[config.mk]
export PLATFORM = sky130hd
export DESIGN_NAME = pipe_stage_reg_flat
export DESIGN_NICKNAME = d
export VERILOG_FILES = /design/src/rtl/pipe_pkg.sv /design/src/rtl/pipe_stage_reg_if.sv /design/src/rtl/pipe_slot.sv /design/src/rtl/pipe_stage_reg.sv /design/src/flat_wrapper.sv
export SDC_FILE = /design/constraint.sdc
export NUM_CORES = 1
export LEC_CHECK = 0
export CORE_MARGIN = 2
export CORE_UTILIZATION = 30
export DETAILED_ROUTE_END_ITERATION = 7
export HOLD_SLACK_MARGIN = 0.1
export PLACE_DENSITY_LB_ADDON = 0.08
export SLEW_MARGIN = 40
export SYNTH_ARGS = -nofsm -noshare
export SYNTH_HDL_FRONTEND = slang
export SYNTH_SLANG_ARGS = --single-unit
[constraint.sdc]
create_clock -name clk -period 2.5 [get_ports clk]
set_clock_uncertainty 0.05 [all_clocks]
set_input_delay 0.5 -clock clk [delete_from_list [all_inputs] [get_ports clk]]
set_output_delay 0.5 -clock clk [all_outputs]
set_load 0.01 [all_outputs]
[src/rtl/pipe_pkg.sv]
// rtl/pipe_pkg.sv - shared widths, flush vector, exception codes and stage metadata type
package pipe_pkg;

  localparam int          PC_W_DEF     = 32;
  localparam int          EXC_W_DEF    = 5;
  localparam logic [31:0] FLUSH_PC_DEF = 32'h0000_4180;

  typedef enum logic [EXC_W_DEF-1:0] {
    EXC_INT     = 5'd0,
    EXC_ADEL    = 5'd4,
    EXC_ADES    = 5'd5,
    EXC_SYSCALL = 5'd8,
    EXC_RI      = 5'd10,
    EXC_OV      = 5'd12
  } exc_code_e;

  typedef struct packed {
    logic [PC_W_DEF-1:0]  pc;
    logic                 bd;
    logic [EXC_W_DEF-1:0] exc;
  } stage_meta_t;

endpackage

[src/rtl/pipe_stage_reg_if.sv]
// rtl/pipe_stage_reg_if.sv - upstream/downstream handshake bundle of one pipeline stage register
interface pipe_stage_reg_if #(
  parameter int DATA_W = 32,
  parameter int PC_W   = 32,
  parameter int EXC_W  = 5
);

  logic              in_valid;
  logic              in_ready;
  logic [DATA_W-1:0] in_data;
  logic [PC_W-1:0]   in_pc;
  logic              in_bd;
  logic [EXC_W-1:0]  in_exc;

  logic              out_valid;
  logic              out_ready;
  logic [DATA_W-1:0] out_data;
  logic [PC_W-1:0]   out_pc;
  logic              out_bd;
  logic [EXC_W-1:0]  out_exc;

  // master: the side producing instructions and consuming the registered output
  modport master (
    output in_valid, in_data, in_pc, in_bd, in_exc, out_ready,
    input  in_ready, out_valid, out_data, out_pc, out_bd, out_exc
  );

  modport slave (
    input  in_valid, in_data, in_pc, in_bd, in_exc, out_ready,
    output in_ready, out_valid, out_data, out_pc, out_bd, out_exc
  );

endinterface

[src/rtl/pipe_slot.sv]
// rtl/pipe_slot.sv - one register slot (valid, payload, pc, bd, exc) with load/clear/flush controls
module pipe_slot #(
  parameter int              DATA_W   = 32,
  parameter int              PC_W     = 32,
  parameter int              EXC_W    = 5,
  parameter logic [PC_W-1:0] FLUSH_PC = '0
) (
  input  logic              clk,
  input  logic              reset,
  input  logic              flush,
  input  logic              load,
  input  logic              clear,
  input  logic              d_valid,
  input  logic [DATA_W-1:0] d_data,
  input  logic [PC_W-1:0]   d_pc,
  input  logic              d_bd,
  input  logic [EXC_W-1:0]  d_exc,
  output logic              q_valid,
  output logic [DATA_W-1:0] q_data,
  output logic [PC_W-1:0]   q_pc,
  output logic              q_bd,
  output logic [EXC_W-1:0]  q_exc
);

  always_ff @(posedge clk) begin
    if (reset) begin
      q_valid <= 1'b0;
      q_data  <= '0;
      q_pc    <= '0;
      q_bd    <= 1'b0;
      q_exc   <= '0;
    end else if (flush) begin
      q_valid <= 1'b0;
      q_data  <= '0;
      q_pc    <= FLUSH_PC;
      q_bd    <= 1'b0;
      q_exc   <= '0;
    end else if (load) begin
      q_valid <= d_valid;
      // a bubble still carries the PC so EPC stays meaningful downstream
      q_pc    <= d_pc;
      q_data  <= d_valid ? d_data : '0;
      q_bd    <= d_valid ? d_bd : 1'b0;
      q_exc   <= d_valid ? d_exc : '0;
    end else if (clear) begin
      q_valid <= 1'b0;
    end
  end

endmodule

[src/rtl/pipe_stage_reg.sv]
// rtl/pipe_stage_reg.sv - inter-stage pipeline register; PIPE_SKID_BUF_EN adds a skid slot and registered in_ready
module pipe_stage_reg
  import pipe_pkg::*;
#(
  parameter int              DATA_W   = 32,
  parameter int              PC_W     = PC_W_DEF,
  parameter int              EXC_W    = EXC_W_DEF,
  parameter logic [PC_W-1:0] FLUSH_PC = PC_W'(FLUSH_PC_DEF),
  parameter int              CNT_W    = 8
) (
  input  logic             clk,
  input  logic             reset,
  input  logic             flush,
  pipe_stage_reg_if.slave  bus,
  output logic [CNT_W-1:0] stall_cnt
);

  logic              main_valid;
  logic [DATA_W-1:0] main_data;
  logic [PC_W-1:0]   main_pc;
  logic              main_bd;
  logic [EXC_W-1:0]  main_exc;

  logic              advance;
  logic              src_valid;
  logic [DATA_W-1:0] src_data;
  logic [PC_W-1:0]   src_pc;
  logic              src_bd;
  logic [EXC_W-1:0]  src_exc;

  assign advance = !main_valid || bus.out_ready;

`ifdef PIPE_SKID_BUF_EN
  logic              skid_valid;
  logic [DATA_W-1:0] skid_data;
  logic [PC_W-1:0]   skid_pc;
  logic              skid_bd;
  logic [EXC_W-1:0]  skid_exc;

  assign bus.in_ready = !skid_valid;

  // a parked entry always drains before fresh input so order is preserved
  always_comb begin
    src_valid = bus.in_valid;
    src_data  = bus.in_data;
    src_pc    = bus.in_pc;
    src_bd    = bus.in_bd;
    src_exc   = bus.in_exc;
    if (skid_valid) begin
      src_valid = 1'b1;
      src_data  = skid_data;
      src_pc    = skid_pc;
      src_bd    = skid_bd;
      src_exc   = skid_exc;
    end
  end

  pipe_slot #(
    .DATA_W  (DATA_W),
    .PC_W    (PC_W),
    .EXC_W   (EXC_W),
    .FLUSH_PC(FLUSH_PC)
  ) u_skid (
    .clk    (clk),
    .reset  (reset),
    .flush  (flush),
    .load   (!advance && bus.in_valid && !skid_valid),
    .clear  (advance),
    .d_valid(1'b1),
    .d_data (bus.in_data),
    .d_pc   (bus.in_pc),
    .d_bd   (bus.in_bd),
    .d_exc  (bus.in_exc),
    .q_valid(skid_valid),
    .q_data (skid_data),
    .q_pc   (skid_pc),
    .q_bd   (skid_bd),
    .q_exc  (skid_exc)
  );
`else
  assign bus.in_ready = advance;
  assign src_valid    = bus.in_valid;
  assign src_data     = bus.in_data;
  assign src_pc       = bus.in_pc;
  assign src_bd       = bus.in_bd;
  assign src_exc      = bus.in_exc;
`endif

  pipe_slot #(
    .DATA_W  (DATA_W),
    .PC_W    (PC_W),
    .EXC_W   (EXC_W),
    .FLUSH_PC(FLUSH_PC)
  ) u_main (
    .clk    (clk),
    .reset  (reset),
    .flush  (flush),
    .load   (advance),
    .clear  (1'b0),
    .d_valid(src_valid),
    .d_data (src_data),
    .d_pc   (src_pc),
    .d_bd   (src_bd),
    .d_exc  (src_exc),
    .q_valid(main_valid),
    .q_data (main_data),
    .q_pc   (main_pc),
    .q_bd   (main_bd),
    .q_exc  (main_exc)
  );

  assign bus.out_valid = main_valid;
  assign bus.out_data  = main_data;
  assign bus.out_pc    = main_pc;
  assign bus.out_bd    = main_bd;
  assign bus.out_exc   = main_exc;

  always_ff @(posedge clk) begin
    if (reset || flush) begin
      stall_cnt <= '0;
    end else if (main_valid && !bus.out_ready) begin
      if (stall_cnt != {CNT_W{1'b1}}) begin
        stall_cnt <= stall_cnt + CNT_W'(1);
      end
    end else begin
      stall_cnt <= '0;
    end
  end

endmodule

[src/flat_wrapper.sv]
// flat-port wrapper written by rule: the top's interface ports become plain ports
module pipe_stage_reg_flat import pipe_pkg::*;
#(
  parameter int              DATA_W   = 32,
  parameter int              PC_W     = PC_W_DEF,
  parameter int              EXC_W    = EXC_W_DEF,
  parameter logic [PC_W-1:0] FLUSH_PC = PC_W'(FLUSH_PC_DEF),
  parameter int              CNT_W    = 8
)
  (clk, reset, flush, stall_cnt, bus_in_valid, bus_in_data, bus_in_pc, bus_in_bd, bus_in_exc, bus_out_ready, bus_in_ready, bus_out_valid, bus_out_data, bus_out_pc, bus_out_bd, bus_out_exc);
  pipe_stage_reg_if #(.DATA_W(DATA_W), .PC_W(PC_W), .EXC_W(EXC_W)) bus_i ();
  input  logic clk;
  input  logic reset;
  input  logic flush;
  output logic [CNT_W-1:0] stall_cnt;
  input wire logic [$bits(bus_i.in_valid)-1:0] bus_in_valid;
  input wire logic [$bits(bus_i.in_data)-1:0] bus_in_data;
  input wire logic [$bits(bus_i.in_pc)-1:0] bus_in_pc;
  input wire logic [$bits(bus_i.in_bd)-1:0] bus_in_bd;
  input wire logic [$bits(bus_i.in_exc)-1:0] bus_in_exc;
  input wire logic [$bits(bus_i.out_ready)-1:0] bus_out_ready;
  output wire logic [$bits(bus_i.in_ready)-1:0] bus_in_ready;
  output wire logic [$bits(bus_i.out_valid)-1:0] bus_out_valid;
  output wire logic [$bits(bus_i.out_data)-1:0] bus_out_data;
  output wire logic [$bits(bus_i.out_pc)-1:0] bus_out_pc;
  output wire logic [$bits(bus_i.out_bd)-1:0] bus_out_bd;
  output wire logic [$bits(bus_i.out_exc)-1:0] bus_out_exc;
  assign bus_i.in_valid = bus_in_valid;
  assign bus_i.in_data = bus_in_data;
  assign bus_i.in_pc = bus_in_pc;
  assign bus_i.in_bd = bus_in_bd;
  assign bus_i.in_exc = bus_in_exc;
  assign bus_i.out_ready = bus_out_ready;
  assign bus_in_ready = bus_i.in_ready;
  assign bus_out_valid = bus_i.out_valid;
  assign bus_out_data = bus_i.out_data;
  assign bus_out_pc = bus_i.out_pc;
  assign bus_out_bd = bus_i.out_bd;
  assign bus_out_exc = bus_i.out_exc;
  pipe_stage_reg #(.DATA_W(DATA_W), .PC_W(PC_W), .EXC_W(EXC_W), .FLUSH_PC(FLUSH_PC), .CNT_W(CNT_W)) u_core (.clk(clk), .reset(reset), .flush(flush), .bus(bus_i), .stall_cnt(stall_cnt));
endmodule
# Word level (Yosys, flattened, before mapping)

Index checks and enable logic that the tools add are counted.
W data, S select, Z words.

Multiply operators: 0
Equality and inequality tests: 1
Muxes and demuxes: 5
Reductions and logical operators: 8
Bitwise logic cells: 1
Add/sub/neg operators: 1
Shift operators: 0
$lt $le $gt $ge: 0
Divide/modulo/power cells: 0

Operator list:

| cell                  | number |
|---|---|
| $mux W32              | 1 |
| $mux W15              | 2 |
| $add A8 B1 Y8 const B | 1 |
| $ne A8 B8 Y1 const B  | 1 |
| $mux W5               | 1 |
| $reduce_or A2 Y1      | 2 |
| $logic_not A1 Y1      | 2 |
| $logic_or A1 B1 Y1    | 2 |
| $reduce_bool A2 Y1    | 1 |
| $logic_and A1 B1 Y1   | 1 |
| $mux W1               | 1 |
| $not A1 Y1            | 1 |

Output and inout bits: 80
Memories: 0
RAM bits: 0
Logic and storage cells: 23
Latch bits: 0
ROM bits: 0
Bits of input ports: 75
Register bits after elaboration: 79

# Depth between registers and ports, before layout

Gate-level depths: netlist (run 1).

Word-level depth: 4
Mapped depth: 7
Mapped depth without buffers: 4

# Modules after synthesis

A second synthesis (run 1) with hierarchy kept.

Cell total of the unflattened synthesis: 326
Area, all modules: 3103.0 µm²

Modules (own cells, without submodules):

| module         | times used | cells each | seq. area each (µm²) | area each (µm²) |
|---|---|---|---|---|
| pipe_slot      | 1          | 278        | 1421.4               | 2700.1 |
| pipe_stage_reg | 1          | 48         | 160.2                | 402.9 |

# Least setup slack after synthesis (run 1)

Ideal clock, no wire load.

Path type: input to register
Start: input port bus_out_ready
End: register u_core.u_main.q_data[0]
Cell stages on the path: 7
Path buffers: 3
Library setup time: 0.117 ns
Required time: 2.333 ns
Setup slack: 0.973 ns
Arrival time: 1.360 ns
Path through: nor2b_1 > buf_4 > inv_2 > and3_4 > buf_6 > buf_6 > a22o_1

Cells in the longest elaborated chain, start to end: 1

Ends and longest elaborated chain:

| element              | line                 | source |
|---|---|---|
| start, declared      | flat_wrapper.sv:21   | `input wire logic [$bits(bus_i.out_ready)-1:0] bus_out_ready;` |
| $logic_or A1 B1 Y1   | pipe_stage_reg.sv:31 | `assign advance = !main_valid \|\| bus.out_ready;` |
| end signal, assigned | pipe_slot.sv:42      | `q_data <= d_valid ? d_data : '0;` |
| end, declared        | pipe_slot.sv:19      | `output logic [DATA_W-1:0] q_data,` |

No other way between the ends.
A chain may end at the register's enable or synchronous reset.

# Worst setup path in the final report (run 1)

Start: input port bus_out_ready
End: output port bus_in_ready

Cells in the longest elaborated chain, start to end: 1

Ends and longest elaborated chain:

| element            | line                 | source |
|---|---|---|
| $logic_or A1 B1 Y1 | pipe_stage_reg.sv:31 |  |
| end, declared      | flat_wrapper.sv:22   | `output wire logic [$bits(bus_i.in_ready)-1:0] bus_in_ready;` |

No other way between the ends.

==> impl_metrics.toml, run 1 <==
[clock_tree]
cts_setup_buffers = 0
clock_sinks = 79
cts_root_buf = "clkbuf_8"
htreeDepth = 3
clkTransAtPathRegs_ns = 0.08
cts-buffers-inserted = 9
tritoncts = "built"
clkLatencyLatePin_ns = 0.34
hold_buffers = 0
cts_resized = 0
ctsLongestPathBuffers = 2

[power_and_ir_drop]
cellInternalPower_mw = 1.97
power_frac_comb = 0.118
p_clk_frac = 0.373
switchingPower_mw = 0.622
swShare = 0.240
seq_power_share = 0.509
p_leak_nw = 1.74
vdd_drop_max_uv = 289
power_density_mw_per_mm2 = 570

[sta]
whs_ns = 0.400
setup_tns_ns = 0
rsz0062_at_grt = "no"
slew_headroom = 0.604
fin_ws_ns = 0.247
hold_violations = 0
min_period_over_period = 0.901
slew_viol_final = 0
timing.fmax_ghz = 0.444
layout_min_cycle_time_ns = 2.25
worst_pin_slew_ns = 0.595
setup_viol = 0

[logic_synthesis]
syn_area_per_cell_um2 = 9.76
netlist_top_cells_area = "dfxtp_1 59%, a22o_1 12%, nand2_1 9.4%"
synth_cell_types = 29
synth_top_area_cell = "dfxtp_1"
synth-compound-area-share = 0.210
synth_warnings = 0
yosys.area.top_type_share = 0.585
synth_nets = 353
synth-simple-area-share = 0.152
synth_top_family_by_area = "compound AO/OA/AOI/OAI gates"
synth_xor_area_frac = 0
syn_area_mm2 = 0.00270
synthAdderAreaFrac = 0.00463
synthMuxAreaShare = 0.00370
syn_inst = 277
ys_ff_latch = 79
ys_seq_area_frac = 0.585

[floorplan]
fp-row-count = 34
die_area_mm2 = 0.00978
die_x_um = 98.9
io_pins = 155
core_area_mm2 = 0.00872
start_util = 0.310
die_h_um = 98.9

[critical_path]
cpMaxStageDelayCell = "clkdlybuf4s50_1"
end_kind = "primary output"
r2r_cells = 4
crit_path_frequent_cell = "clkdlybuf4s50_1"
critPathMaxFanout = 3
critical-path-top-delay-family = "buffers and inverters"
worstSetupStartpointType = "input pin"
critPathArrivalTime_ns = 1.70
cp_slowest_stage_delay_ns = 0.54
critical_path_required_ns = 1.95
critPathBufInv = 3
crit_cells = 4
crit_chain = "clkdlybuf4s50_1 > nor2b_2 > inv_2 > clkdlybuf4s50_1"
critPathKind = "input pin to primary output"

[outcome]
status = "finished clean"

[global_routing]
grt_max_degree = 43
grt.overflow.total = 0
met2_usage = 0.253
met3_usage = 0.0688
grt-busiest-layer = "met2"
antenna_found_initial = 0
met1_usage = 0.195
grt_pass1_wl_um = 12500
grt_usage = 0.158
grt_pass1_vias = 2501

[cells_and_area]
fillers = 825
utilization = 0.521
final_cell_mix = "154 x clkdlybuf4s50_1, 79 x dfxtp_1, 68 x nand2_1"
area_growth_pct = 68.2
fin_nets = 503
num_antenna_cells = 0
final_common_cell = "clkdlybuf4s50_1"
drive_above_1_share = 0.0579

[routing]
via_count = 2541
first_iter_violations = 58
via_per_inst = 4.71
drc = 0
drt.antenna.violating_nets = 0
wl_per_cell_um = 14.5
dr.pass1.iters = 4
wl_um = 7840

[hold_path]
hold_path_depth = 2
hp-class = "register to register"

[place]
pre_cts_ws_ns = 0.247
place_congestion = 0.699
io_buffers = 154
dp_hpwl_um = 5480

[run]
maxCapViolCount = 0
## worst paths after layout
| path | startpoint | end | slack [ns] |
|---|---|---|---|
| worst max register to register | u_core.stall_cnt[0]$_SDFFE_PP0P_ | u_core.stall_cnt[5]$_SDFFE_PP0P_ | 0.93 |
| worst min register to register | u_core.u_main.q_pc[24]$_SDFFE_PP0N_ | u_core.u_main.q_pc[24]$_SDFFE_PP0N_ | 0.40 |
| worst min-delay path | u_core.u_main.q_pc[24]$_SDFFE_PP0N_ | u_core.u_main.q_pc[24]$_SDFFE_PP0N_ | 0.40 |
| worst max-delay path | bus_out_ready | bus_in_ready | 0.25 |
## power by group through the flow
stage	Combinational, mW	Sequential [mW]	Clock [mW]
4_1_cts	0.310	1.32	1.00
5_1_grt	0.330	1.32	1.04
3_3_place_gp	0.306	1.35	0
6_report	0.306	1.32	0.966
3_5_place_dp	0.308	1.35	0
2_1_floorplan	0.0681	1.37	0
## through the flow
step / instance area, µm² / power, mW / instances
after floorplan: 2700 / 1.44 / 277
after global placement: 4350 / 1.65 / 524
after detailed placement: 4350 / 1.66 / 524
after CTS: 4550 / 2.63 / 540
after global routing: 4550 / 2.69 / 540
final: 4550 / 2.59 / 540
## layout make-up
class / count / area (µm²) / share of cell area
clock buffers: 10 / 128 / 0.0281
flip-flops and latches: 79 / 1580 / 0.348
clock inverters: 6 / 70.1 / 0.0154
repair buffers: 159 / 1620 / 0.356
multi-input cells: 175 / 1000 / 0.221
well taps: 108 / 135 / 0.0297
inverters: 3 / 11.3 / 0.00248
## state kept, by name, summed over array words and instances (netlist names)
register,cells
u_core.u_main.q_bd,1
u_core.u_main.q_exc,5
u_core.stall_cnt,8
u_core.u_main.q_pc,32
u_core.u_main.q_valid,1
u_core.u_main.q_data,32
## per-layer routing
layer	up-vias	routed length, µm
li1	1269	-
met1	1167	3330
met2	97	3640
met3	8	787
met4	0	90
met5	-	0
## worst register-to-register path, cell delays in order, from the launching register on
cell and delay, ns:
dfxtp_1 0.37, ha_1 0.28, and4_1 0.29, a211oi_1 0.31, mux2i_1 0.22
## synth_stat cells
library cell  count
inv_1             2
nand2_1          68
a21oi_1          32
nand2b_1          2
clkbuf_1         10
a21boi_0          1
nor4b_4           1
a211oi_1          2
or2_2             1
o211a_1           1
and4_1            1
a22o_1           38
nor2b_1           1
mux2i_1           1
buf_6             3
nand3_1           3
nor2_1            3
nand4_1           2
or4_1             1
dfxtp_1          79
o21ai_0           2
buf_2             6
and3_1            1
ha_1              1
a31oi_1           5
inv_2             1
nor3_1            7
and3_4            1
buf_4             1
## cell families after synthesis
logic type      count (synthesis)
fa+ha+maj                       1
flops                          79
compound gates                 81
buf+inv                        23
simple gates                   92
mux                             1
(Power assumes the default switching activity.)
==> run 2, diff against run 1 <==
Settings changed: RECOVER_POWER set to 50.
==> impl_metrics.toml, run 2 (synthesis gave the netlist of run 1 again) <==
[power_and_ir_drop]
power_density_mw_per_mm2 = 572
finalPower_mw = 2.58
vdd_drop_max_uv = 289
p_leak_nw = 1.74

[critical_path]
cpMaxStageDelayCell = "clkbuf_2"
end_kind = "register"
crit_chain = "clkdlybuf4s50_1 > nor4b_1 > clkbuf_2 > o21ai_0 > a31oi_1"
timing.rr.end = "u_core.stall_cnt[2]$_SDFFE_PP0P_"
critPathBufInv = 2
cp_slowest_stage_delay_ns = 0.74
r2r_cells = 4
reg2reg_from = "u_core.u_main.q_valid$_SDFFE_PP0N_"
critPathKind = "input pin to register"
crit_start = "reset"
critPathMaxFanout = 42
critical_path_required_ns = 2.72
r2r_slack_ns = 0.62
critical-path-top-delay-family = "buffers and inverters"
worstSetupEndpoint = "u_core.stall_cnt[2]$_SDFFE_PP0P_"
worstSetupStartpointType = "input pin"
critPathArrivalTime_ns = 2.46
crit_cells = 5

[clock_tree]
clock_sinks = 79
tritoncts = "built"
cts-buffers-inserted = 9
ctsLongestPathBuffers = 2
hold_buffers = 0
cts_resized = 0
cts_root_buf = "clkbuf_8"
htreeDepth = 3
cts_setup_buffers = 0
clkLatencyLatePin_ns = 0.34
clkTransAtPathRegs_ns = 0.08

[global_routing]
grt_pass1_vias = 2501
grt.overflow.total = 0
antenna_found_initial = 0
grt_usage = 0.158
grt_max_degree = 43
grt_pass1_wl_um = 12500

[place]
dp_hpwl_um = 5480
io_buffers = 154
dpl-instance-area_mm2 = 0.00435
place_congestion = 0.699
pre_cts_ws_ns = 0.247

[sta]
hold_violations = 0
slew_viol_final = 0
fin_ws_ns = 0.263
layout_min_cycle_time_ns = 2.24
setup_viol = 0
rsz0062_at_grt = "no"
timing.fmax_ghz = 0.447
worst_pin_slew_ns = 0.886
slew_headroom = 0.409
setup_tns_ns = 0
min_period_over_period = 0.895

[routing]
drc = 0
wl_per_cell_um = 14.5
via_count = 2531
dr.pass1.iters = 4
via_per_inst = 4.69
first_iter_violations = 60
wl_um = 7820
drt.antenna.violating_nets = 0

[hold_path]
hp-class = "register to register"
hold_path_depth = 2

[floorplan]
fp-row-count = 34
start_util = 0.310
core_area_mm2 = 0.00872
die_x_um = 98.9
die_area_mm2 = 0.00978
io_pins = 155
die_h_um = 98.9

[cells_and_area]
final_cell_mix = "150 x clkdlybuf4s50_1, 79 x dfxtp_1, 68 x nand2_1"
largestRegisters = "u_core.u_main.q_data: 32 flops, u_core.u_main.q_pc: 32 flops, u_core.stall_cnt: 8 flops"
num_antenna_cells = 0
drive_above_1_share = 0.0532
area_growth_pct = 66.9
design_area_mm2 = 0.00451
fin_nets = 503
final_common_cell = "clkdlybuf4s50_1"

[outcome]
status = "finished clean"

[run]
maxCapViolCount = 0
-- run 2: changes by cell type in the layout (fill, tap and decap cells not counted), sizes merged --
cell / delta
clkdlybuf4s50: -4
clkbuf: +2
dlygate4sd3: +4
buf: -2
-- run 2: report_power, final --
part	leakage (nW)	switching [mW]	internal, mW	total [mW]
Sequential	0.645	0.0196	1.30	1.32
Clock	0.101	0.493	0.469	0.963
Combinational	0.998	0.104	0.197	0.301
-- run 2: layout make-up --
type / instances / area (µm²)
repair buffers: 159 / 1600
inverters: 3 / 11.3
well taps: 108 / 135
flip-flops and latches: 79 / 1580
fillers: 829 / 4210
clock inverters: 6 / 70.1
clock buffers: 10 / 128
multi-input cells: 175 / 986
-- run 2: stage by stage --
step | util | hold WS, ns | instances
final | 0.517 | 0.400 | 540
after detailed placement | 0.499 | 0.392 | 524
after global placement | 0.499 | 0.387 | 524
after floorplan | - | 0.426 | 277
after global routing | 0.517 | 0.426 | 540
after CTS | 0.521 | 0.403 | 540
-- run 2: tightest hold or removal path, delay by kind of cell (launching register included) --
family / cells / cell delay (ns)
AO/OA/AOI/OAI: 1 / 0.05
flip-flops: 1 / 0.31
AND/OR/NAND/NOR: 1 / 0.05
-- run 2: metal layers --
layer,part of all wire,global-route usage
met3,0.093,0.0688
met4,0.012,0.0453
met1,0.43,0.195
met5,0,0
met2,0.47,0.253
-- run 2: how the worst min path moves through the flow --
stage	start	endpoint
final	u_core.u_main.q_pc[24]$_SDFFE_PP0N_	u_core.u_main.q_pc[24]$_SDFFE_PP0N_
after global routing	u_core.u_main.q_pc[15]$_SDFFE_PP0N_	u_core.u_main.q_pc[15]$_SDFFE_PP0N_
after CTS	u_core.u_main.q_pc[27]$_SDFFE_PP0N_	u_core.u_main.q_pc[27]$_SDFFE_PP0N_
after detailed placement	u_core.u_main.q_pc[27]$_SDFFE_PP0N_	u_core.u_main.q_pc[27]$_SDFFE_PP0N_
after global placement	u_core.u_main.q_pc[31]$_SDFFE_PP0N_	u_core.u_main.q_pc[31]$_SDFFE_PP0N_
after floorplan	u_core.u_main.q_pc[0]$_SDFFE_PP0N_	u_core.u_main.q_pc[0]$_SDFFE_PP0N_
==> run 3, diff against run 2 <==
Settings changed: CORE_MARGIN 2 to not set.
Clock period 2.5 ns to 2.9 ns, I/O delays scaled along.
==> impl_metrics.toml, run 3 (synthesis gave the netlist of run 1 again) <==
[outcome]
status = "finished clean"

[clock_tree]
cts-buffers-inserted = 9
htreeDepth = 3
clkLatencyLatePin_ns = 0.34
cts_resized = 0
tritoncts = "built"
hold_buffers = 0
cts_setup_buffers = 0
clock_sinks = 79
ctsLongestPathBuffers = 2
clkTransAtPathRegs_ns = 0.09
cts_root_buf = "clkbuf_8"

[critical_path]
critPathKind = "input pin to primary output"
worstSetupStartpointType = "input pin"
crit_chain = "dlygate4sd3_1 > nor2b_1 > inv_2 > clkdlybuf4s50_1"
cp_slowest_stage_delay_ns = 0.57
critPathMaxFanout = 9
end_kind = "primary output"
critical_path_required_ns = 2.27
critPathArrivalTime_ns = 1.93
cpMaxStageDelayCell = "dlygate4sd3_1"

[global_routing]
grt_pass1_vias = 2359
grt_max_degree = 43
grt.overflow.total = 0
grt_pass1_wl_um = 12000
antenna_found_initial = 0
grt_usage = 0.158

[routing]
first_iter_violations = 83
wl_um = 7360
via_count = 2508
drc = 0
dr.pass1.iters = 4
drt.antenna.violating_nets = 0
wl_per_cell_um = 13.7
via_per_inst = 4.66

[power_and_ir_drop]
seq_power_share = 0.531
vdd_drop_max_uv = 303
power_density_mw_per_mm2 = 481
cellInternalPower_mw = 1.60
switchingPower_mw = 0.537
swShare = 0.251
power_frac_comb = 0.118
p_clk_frac = 0.351
p_leak_nw = 1.73

[cells_and_area]
regArea_mm2 = 0.00158
final_common_cell = "clkdlybuf4s50_1"
fillers = 818
area_growth_pct = 64.6
largestRegisters = "u_core.u_main.q_data: 32 flops, u_core.u_main.q_pc: 32 flops, u_core.stall_cnt: 8 flops"
num_antenna_cells = 0
utilization = 0.510
drive_above_1_share = 0.0488
fin_nets = 501
multi_input_area_um2 = 986
final_cell_mix = "139 x clkdlybuf4s50_1, 79 x dfxtp_1, 68 x nand2_1"

[hold_path]
hp-class = "register to register"

[sta]
setup_tns_ns = 0
slew_viol_final = 0
min_period_over_period = 0.884
timing.fmax_ghz = 0.390
slew_headroom = 0.256
hold_violations = 0
worst_pin_slew_ns = 1.12
setup_viol = 0
layout_min_cycle_time_ns = 2.56
whs_ns = 0.401
rsz0062_at_grt = "no"

[floorplan]
io_pins = 155
fp-row-count = 34
die_x_um = 96.9
core_area_mm2 = 0.00872
die_area_mm2 = 0.00939
start_util = 0.310
die_h_um = 96.9

[place]
place_congestion = 0.735
dp_hpwl_um = 5100
io_buffers = 154

[run]
maxCapViolCount = 0
==> run 3: cell count changes in the layout (fill, tap and decap cells not counted), sizes merged <==
cell,previous run,this run
inv,4,6
bufinv,1,0
buf,3,0
clkinv,4,0
dlygate4sd3,4,15
clkdlybuf4s50,150,139
clkinvlp,0,4
==> run 3: worst max-delay path, delay by kind of cell <==
kind / cells / cell delay [ns]
buffers and inverters: 3 / 1.17
and+or+nand+nor: 1 / 0.18
==> run 3: path summary, 6_finish.rpt <==
| kind | from | end | slack, ns | depth (start not counted) |
|---|---|---|---|---|
| setup reg to reg | u_core.u_main.q_valid$_SDFFE_PP0N_ | u_core.u_main.q_pc[8]$_SDFFE_PP0P_ | 0.97 | 5 |
| setup / recovery | bus_out_ready | bus_in_ready | 0.34 | 4 |
| hold / removal | u_core.u_main.q_pc[17]$_SDFFE_PP0N_ | u_core.u_main.q_pc[17]$_SDFFE_PP0N_ | 0.40 | 2 |
| hold reg to reg | u_core.u_main.q_pc[17]$_SDFFE_PP0N_ | u_core.u_main.q_pc[17]$_SDFFE_PP0N_ | 0.40 | 2 |
==> run 3: area by class of cell <==
cell class                 instances  area share
inverter                           3     0.00253
clock inverter                     7      0.0127
tap                              108      0.0304
multi-input combinational        175       0.222
clock buffer                       9      0.0278
sequential                        79       0.355
timing repair buffer             157       0.350
==> run 3: stage by stage <==
| step | cells | total power, mW | setup WS, ns | instance area, µm² |
|---|---|---|---|---|
| floorplan | 277 | 1.24 | 1.24 | 2700 |
| global placement | 522 | 1.42 | 0.405 | 4310 |
| detailed placement | 522 | 1.42 | 0.364 | 4310 |
| CTS | 538 | 2.18 | 0.363 | 4490 |
| global route | 538 | 2.25 | 0.288 | 4450 |
| finish | 538 | 2.14 | 0.338 | 4450 |
==> run 3: power groups by stage <==
stage	Sequential, mW	Clock, mW	Combinational, mW
after floorplan	1.18	0	0.0587
after global placement	1.16	0	0.259
after detailed placement	1.16	0	0.260
after CTS	1.14	0.782	0.261
after global routing	1.14	0.834	0.271
final	1.14	0.752	0.252
==> run 3: metal layers <==
metal / GRT usage / part of all wire / wire, µm
met1: 0.199 / 0.45 / 3290
met2: 0.243 / 0.46 / 3360
met3: 0.0650 / 0.081 / 596
met4: 0.0563 / 0.016 / 116
met5: 0 / 0 / 0
